===== config.mk =====
export PLATFORM = sky130hd
export DESIGN_NAME = regbus_master
export DESIGN_NICKNAME = d
export VERILOG_FILES = /design/src/rtl/regbus_pkg.sv /design/src/rtl/regbus_master.sv
export SDC_FILE = /design/constraint.sdc
export NUM_CORES = 1
export LEC_CHECK = 0
export ABC_AREA = 1
export BUFFER_PORTS_ARGS = -buffer_cell sky130_fd_sc_hd__clkbuf_2
export CORE_MARGIN = 2
export CORE_UTILIZATION = 50
export DETAILED_ROUTE_END_ITERATION = 8
export PLACE_DENSITY_LB_ADDON = 0.25
export SKIP_LAST_GASP = 1
export SLEW_MARGIN = 20
export SYNTH_ARGS = -nofsm -noshare
export SYNTH_HDL_FRONTEND = slang
export SYNTH_SLANG_ARGS = --single-unit

===== constraint.sdc =====
create_clock -name clk -period 2.3 [get_ports clk]
set_input_delay 0.46 -clock clk [delete_from_list [all_inputs] [get_ports clk]]
set_output_delay 0.46 -clock clk [all_outputs]
set_load 0.05 [all_outputs]

===== src/rtl/regbus_pkg.sv =====
// regbus_pkg: op/state encodings and default widths shared by the register-bus master
package regbus_pkg;
    localparam int ADDR_W_DEF = 2;
    localparam int DATA_W_DEF = 16;
    typedef enum logic [1:0] {OP_READ = 2'b00, OP_WRITE = 2'b01, OP_SETBITS = 2'b10, OP_CLEAR_ALL = 2'b11} op_e;
    typedef enum logic [2:0] {S_IDLE, S_RD, S_WR, S_CLR, S_RESP} state_e;
endpackage


===== src/rtl/regbus_master.sv =====
// regbus_master: sequences READ/WRITE/SETBITS/CLEAR_ALL commands onto a single-cycle register bus
module regbus_master
    import regbus_pkg::*;
#(
    parameter int ADDR_W = ADDR_W_DEF,
    parameter int DATA_W = DATA_W_DEF
) (
    input  logic              clk,
    input  logic              rst,
    input  logic              cmd_valid,
    output logic              cmd_ready,
    input  logic [1:0]        cmd_op,
    input  logic [ADDR_W-1:0] cmd_addr,
    input  logic [DATA_W-1:0] cmd_data,
    output logic              rsp_valid,
    input  logic              rsp_ready,
    output logic [DATA_W-1:0] rsp_data,
    output logic              bus_sel,
    output logic              bus_wr,
    output logic [ADDR_W-1:0] bus_addr,
    output logic [DATA_W-1:0] bus_wdata,
    input  logic [DATA_W-1:0] bus_rdata,
    output logic              busy,
    output logic [7:0]        op_count
);
    state_e            state;
    op_e               op;
    logic [ADDR_W-1:0] idx;
    logic [DATA_W-1:0] mask;

    assign cmd_ready = rst && state == S_IDLE;
    assign busy      = state != S_IDLE;
    assign rsp_valid = state == S_RESP;

    always_ff @(posedge clk) begin
        if (!rst) begin
            state     <= S_IDLE;
            op        <= OP_READ;
            mask      <= '0;
            idx       <= '0;
            bus_sel   <= 1'b0;
            bus_wr    <= 1'b0;
            bus_addr  <= '0;
            bus_wdata <= '0;
            rsp_data  <= '0;
            op_count  <= '0;
        end else begin
            case (state)
                S_IDLE: if (cmd_valid) begin
                    op        <= op_e'(cmd_op);
                    mask      <= cmd_data;
                    idx       <= '0;
                    rsp_data  <= '0;
                    bus_sel   <= 1'b1;
                    // WRITE and CLEAR_ALL open with a write cycle, READ and SETBITS with a read
                    bus_wr    <= cmd_op[0];
                    bus_addr  <= cmd_op == OP_CLEAR_ALL ? '0 : cmd_addr;
                    bus_wdata <= cmd_op == OP_WRITE ? cmd_data : '0;
                    state     <= cmd_op == OP_WRITE ? S_WR : cmd_op == OP_CLEAR_ALL ? S_CLR : S_RD;
                end
                S_RD: begin
                    rsp_data  <= bus_rdata;
                    bus_sel   <= op == OP_SETBITS;
                    bus_wr    <= op == OP_SETBITS;
                    bus_addr  <= op == OP_SETBITS ? bus_addr : '0;
                    bus_wdata <= op == OP_SETBITS ? bus_rdata | mask : '0;
                    state     <= op == OP_SETBITS ? S_WR : S_RESP;
                end
                S_WR: begin
                    bus_sel   <= 1'b0;
                    bus_wr    <= 1'b0;
                    bus_addr  <= '0;
                    bus_wdata <= '0;
                    state     <= S_RESP;
                end
                S_CLR: if (idx == '1) begin
                    bus_sel   <= 1'b0;
                    bus_wr    <= 1'b0;
                    bus_addr  <= '0;
                    bus_wdata <= '0;
                    state     <= S_RESP;
                end else begin
                    idx       <= idx + ADDR_W'(1);
                    bus_addr  <= idx + ADDR_W'(1);
                end
                S_RESP: if (rsp_ready) begin
                    rsp_data  <= '0;
                    op_count  <= op_count + 8'd1;
                    state     <= S_IDLE;
                end
                default: state <= S_IDLE;
            endcase
        end
    end
endmodule


==> results of run 1 <==
-- cells in the final DEF (no fill, tap or decap) --
cell	n
clkbuf_2	86
o21ai_1	1
nor2_1	57
nand4_1	16
buf_4	6
dfxtp_1	67
clkbuf_8	13
nand2_1	111
nor3_2	1
clkinv_2	1
ha_1	2
inv_2	3
nor3_1	1
nor2_2	4
nand3_1	42
o21ai_0	11
nand2_4	2
clkinvlp_4	2
nand3_2	1
nand2_2	8
a21oi_4	1
a21oi_1	45
nor3b_1	2
nor2_8	1
o21ai_2	9
nand3_4	1
inv_1	36
-- area by class of cell --
type / count / area (µm²)
multi-input cells: 316 / 1520
clock inverters: 3 / 20.0
fillers: 597 / 2500
flip-flops and latches: 67 / 1340
repair buffers: 92 / 475
clock buffers: 13 / 179
well taps: 77 / 96.3
inverters: 39 / 146
-- state kept, by name (all words and copies together), names as in the netlist --
signal     flops
op             2
bus_wdata     16
rsp_data      16
mask          16
op_count       8
state          3
bus_sel        1
idx            2
bus_wr         1
bus_addr       2
-- logic make-up (layout without fill, tap and decap cells) --
| family | count (synthesis) | after routing |
|---|---|---|
| AND/OR/NAND/NOR | 247 | 247 |
| AO/OA/AOI/OAI | 67 | 67 |
| flip-flops | 67 | 67 |
| adder cells (fa/ha/maj) | 2 | 2 |
| buffers and inverters | 63 | 147 |
-- synthesized netlist by cell type, drive strengths merged --
| cell type | count |
|---|---|
| a21oi | 46 |
| buf | 17 |
| clkbuf | 7 |
| dfxtp | 67 |
| ha | 2 |
| inv | 39 |
| nand2 | 121 |
| nand3 | 44 |
| nand4 | 16 |
| nor2 | 62 |
| nor3 | 2 |
| nor3b | 2 |
| o21ai | 21 |
-- worst max-delay path, delay by kind of cell, from the launching register on --
| kind | cells | cell delay (ps) |
|---|---|---|
| simple gates | 3 | 350 |
| buf+inv | 3 | 500 |
| flops | 1 | 340 |
-- report_power, final --
part	internal, mW	total (mW)	leakage (nW)	switching, mW
registers	1.50	1.72	0.548	0.214
clock network	0.508	0.967	0.0977	0.459
logic	0.717	2.99	1.13	2.27
-- metal layers --
metal  GRT usage  part of all wire  vias up
met5           0                 0        -
li1            -                 -     1598
met3      0.0544             0.071       14
met2       0.359              0.46      104
met1       0.304              0.45     1411
met4       0.104             0.020        0
-- worst paths after layout --
path / from / to / cells past startpoint
max reg2reg: state[1] / op[0] / 7
max: state[1] / cmd_ready / 6
min: bus_rdata[5] / rsp_data[5] / 3
min reg2reg: mask[0] / mask[0] / 2
-- through the flow --
| stage | hold slack, ps | area [µm²] | total power, mW | setup slack (ps) | instances |
|---|---|---|---|---|---|
| 4_1_cts | 347 | 3780 | 5.68 | 308 | 607 |
| 5_1_grt | 363 | 3780 | 6.03 | 222 | 607 |
| 6_report | 359 | 3780 | 5.67 | 309 | 607 |
| 2_1_floorplan | 430 | 3200 | 4.26 | 60.4 | 446 |
| 3_5_place_dp | 451 | 3580 | 4.72 | 657 | 591 |
| 3_3_place_gp | 438 | 3580 | 4.67 | 676 | 591 |
==> impl_metrics.csv, run 1 <==
group,metric,value,unit
routing,avgRoutedWirePerCell,13.4,µm
clock_network,cts_tree,"done",
timing,slew_violations,0,
critical_path,crit_slowest_cell,"dfxtp_1",
floorplan,io_pins,87,
timing,slew_headroom,0.717,
timing,finalSetupViolCount,0,
synth,syn-num-nets,488,
routing,drc,0,
placement,gp_congestion,0.839,
synth,yosysTopAreaCellShare,0.419,
critical_path,path_max_fanout,4,
synth,synth-seq-cells,67,
global_routing,groute.usage.overall,0.230,
placement,portBuffers,86,
pwr,ir_drop,1130,µV
timing,tns,0,ps
layout,antennaDiodeCount,0,
clock_network,cts_buffers,9,
synth,synth_compound_area_frac,0.119,
synth,synth_xor_area_frac,0,
clock_network,ctsHoldBuffers,0,
timing,finalCriticalPeriod,1990,ps
timing,rsz0062_at_grt,"false",
synth,yosysUniqueCellTypes,29,
outcome,status,"finished, final reports clean",
synth,yosys.area.top_type,"dfxtp_1",
synth,syn_avg_cell_area,7.17,µm²
global_routing,grt_overflow,0,
timing,max_freq,502,MHz
layout,final_util,0.602,
clock_network,htree_num_levels,3,
critical_path,worst-endpoint-required,1840,ps
timing,tightest_slew,424,ps
routing,viasPerCell,5.15,
global_routing,grt_pass1_vias,2735,
clock_network,clockRootBuffer,"clkbuf_8",
clock_network,clk_path_buf_depth,2,
floorplan,die_y,84.0,µm
synth,synthTopCellsByArea,"dfxtp_1 42%, nand2_1 13%, a21oi_1 7.0%",
global_routing,antenna_found_initial,0,
synth,synth_warnings,0,
synth,synthMuxAreaShare,0,
placement,dpl.hpwl,5460,µm
run,drv_cap,0,
routing,drt_iter0_drc,166,
layout,area_growth,18.1,%
critical_path,crit_chain,"inv_1 -> nand2_2 -> nor2_2 -> inv_1 -> nor2_1 -> clkbuf_2",
clock_network,cts.repair.resized,0,
floorplan,die_x,84.0,µm
critical_path,endpoint_kind,"output port",
critical_path,cp_common_cell,"inv_1",
global_routing,grt_pass1_wl,12900,µm
synth,seq_area_frac_synth,0.419,
pwr,p_leak,1.77,nW
floorplan,rows,29,
routing,num_vias,3127,
synth,synth_cells,446,
clock_network,clk_pin_slew,80,ps
routing,ant_nets,0,
clock_network,insertion_delay,350,ps
synth,synth_top_family_by_area,"simple AND/OR/NAND/NOR gates",
critical_path,cp.arrival,1530,ps
routing,wirelength,8130,µm
timing,period_share,0.866,
timing,final-hold-violation-count,0,
routing,first_pass_iters,5,
floorplan,die-area,7050,µm²
clock_network,post-cts-setup-buffers,0,
critical_path,r2r_slack,620,ps
floorplan,initial_core_util,0.510,
hold_path,hp-class,"primary input to register",
synth,synthAdderAreaFrac,0.00782,
floorplan,core_area,6280,µm²
clock_network,clock_sinks,67,
layout,fin_nets,567,
synth,synthSimpleGateAreaFrac,0.349,
pwr,powerDensity,1500,nW/µm²
critical_path,start_kind,"register",
layout,layout-drive-gt1-share,0.262,
synth,netlist_area,3200,µm²
critical_path,cpPeakStageDelay,340,ps
timing,fin_skew,8.13,ps
global_routing,grt_max_degree,39,
critical_path,critPathKind,"register to output port",
(Power assumes the default switching activity.)
==> run 2: changes to the inputs <==
- CORE_MARGIN: 2 -> 1.5
==> run 2 against run 1 <==
Utilization is 1.8 points higher. Clock power is 2% lower. Worst hold slack better by 12 ps. Sequential cell count stayed put. Setup slack better by 40 ps. Sequential power hardly changed. Largest cell class unchanged.
==> impl_metrics.csv, run 2 (synthesis gave the netlist of run 1 again) <==
group,metric,value,unit
clock_network,clock_sinks,67,
routing,drc,0,
pwr,p_seq_frac,0.304,
hold_path,hold_path_depth,3,
critical_path,path_max_fanout,4,
critical_path,r2r-start,"state[1]",
critical_path,rr_worst_depth,9,
layout,fillers,581,
floorplan,io_pins,87,
pwr,powerDensity,1500,nW/µm²
pwr,p_clk_frac,0.168,
timing,finalCriticalPeriod,1950,ps
timing,rsz0062_at_grt,"false",
pwr,ir_drop,1020,µV
placement,dpl_cell_area,3580,µm²
floorplan,die_y,83.0,µm
clock_network,post-cts-setup-buffers,0,
pwr,p_leak,1.77,nW
clock_network,insertion_delay,340,ps
timing,fin_skew,10.3,ps
timing,max_freq,513,MHz
critical_path,cp.arrival,1490,ps
critical_path,cp-endpoint,"cmd_ready",
critical_path,critPathKind,"register to output port",
placement,portBuffers,86,
outcome,status,"finished, final reports clean",
clock_network,htree_num_levels,3,
floorplan,die-area,6890,µm²
floorplan,rows,28,
clock_network,clk_pin_slew,70,ps
global_routing,antenna_found_initial,0,
timing,slew_violations,0,
critical_path,r2r_slack,630,ps
clock_network,clk_path_buf_depth,2,
critical_path,endpoint_kind,"output port",
layout,multi_input_area,1520,µm²
routing,drt_iter0_drc,192,
floorplan,initial_core_util,0.528,
global_routing,groute.usage.overall,0.237,
clock_network,ctsHoldBuffers,0,
layout,antennaDiodeCount,0,
pwr,fin_total_pwr,5.64,mW
run,drv_cap,0,
timing,finalSetupViolCount,0,
pwr,pwr-share-comb,0.528,
layout,most-common-layout-cells,"111 x nand2_1, 86 x clkbuf_2, 67 x dfxtp_1, 57 x nor2_1, 45 x a21oi_1",
timing,final-hold-violation-count,0,
global_routing,grt_max_degree,39,
pwr,internal_power,2.74,mW
routing,ant_nets,0,
clock_network,cts.repair.resized,0,
layout,fin_nets,567,
global_routing,grt_pass1_wl,13200,µm
layout,layout-drive-gt1-share,0.258,
timing,hold_slack,371,ps
timing,tightest_slew,429,ps
placement,gp_congestion,0.802,
clock_network,cts_buffers,9,
routing,wirelength,8110,µm
layout,fin_area,3760,µm²
routing,num_vias,3104,
layout,layout_commonest_cell,"nand2_1",
placement,dpl.hpwl,5400,µm
timing,period_share,0.848,
layout,seqCellArea,1340,µm²
routing,avgRoutedWirePerCell,13.5,µm
timing,tns,0,ps
global_routing,grt_pass1_vias,2763,
layout,final_util,0.620,
critical_path,worst-endpoint-required,1840,ps
timing,slew_headroom,0.713,
clock_network,clockRootBuffer,"clkbuf_8",
floorplan,core_area,6060,µm²
global_routing,grt_overflow,0,
layout,reg.largest.list,"bus_wdata: 16 flops, mask: 16 flops, rsp_data: 16 flops",
layout,area_growth,17.5,%
routing,viasPerCell,5.15,
hold_path,hp-class,"primary input to register",
critical_path,startpoint,"state[1]",
routing,first_pass_iters,4,
clock_network,cts_tree,"done",
floorplan,die_x,83.0,µm
critical_path,r2r_end,"idx[1]",
pwr,p_sw_frac,0.514,
critical_path,start_kind,"register",
pwr,p_sw,2.90,mW
## run 2: area by class of cell
type | instances | area share
clock buffer | 11 | 0.0376
clock inverter | 3 | 0.0106
inverter | 39 | 0.0389
multi-input combinational | 316 | 0.405
sequential | 67 | 0.357
tap | 75 | 0.0250
timing repair buffer | 92 | 0.126
## run 2: power by group through the flow
stage | Clock (mW) | Sequential (mW) | Combinational [mW]
floorplan | 0 | 2.50 | 1.77
global placement | 0 | 1.72 | 2.93
detailed placement | 0 | 1.74 | 2.97
CTS | 0.958 | 1.71 | 2.98
global route | 1.01 | 1.76 | 3.23
finish | 0.948 | 1.71 | 2.98
## run 2: worst min path at each step
stage	endpoint	slack (ps)	startpoint
global route	rsp_data[4]	360	bus_rdata[4]
CTS	rsp_data[4]	360	bus_rdata[4]
detailed placement	op[0]	440	op[0]
global placement	op[0]	440	op[0]
floorplan	op[0]	430	op[0]
finish	rsp_data[4]	370	bus_rdata[4]
## run 2: critical path: stages (launching register included)
cell      delay, ps
dfxtp_1         330
inv_1           130
nand2_2         100
nor2_2          100
inv_1           100
nor2_1          100
clkbuf_2        280
## run 2: per-stage QoR
stage | instances | worst slack [ps]
floorplan | 446 | 60.4
global placement | 589 | 689
detailed placement | 589 | 659
CTS | 603 | 340
global route | 603 | 224
finish | 603 | 349
## run 2: layer usage
metal | up-vias | share of wire | track usage
met5 | - | 0 | 0
met4 | 0 | 0.015 | 0.0970
met3 | 11 | 0.077 | 0.0398
met2 | 125 | 0.47 | 0.381
met1 | 1369 | 0.44 | 0.318
li1 | 1599 | - | -
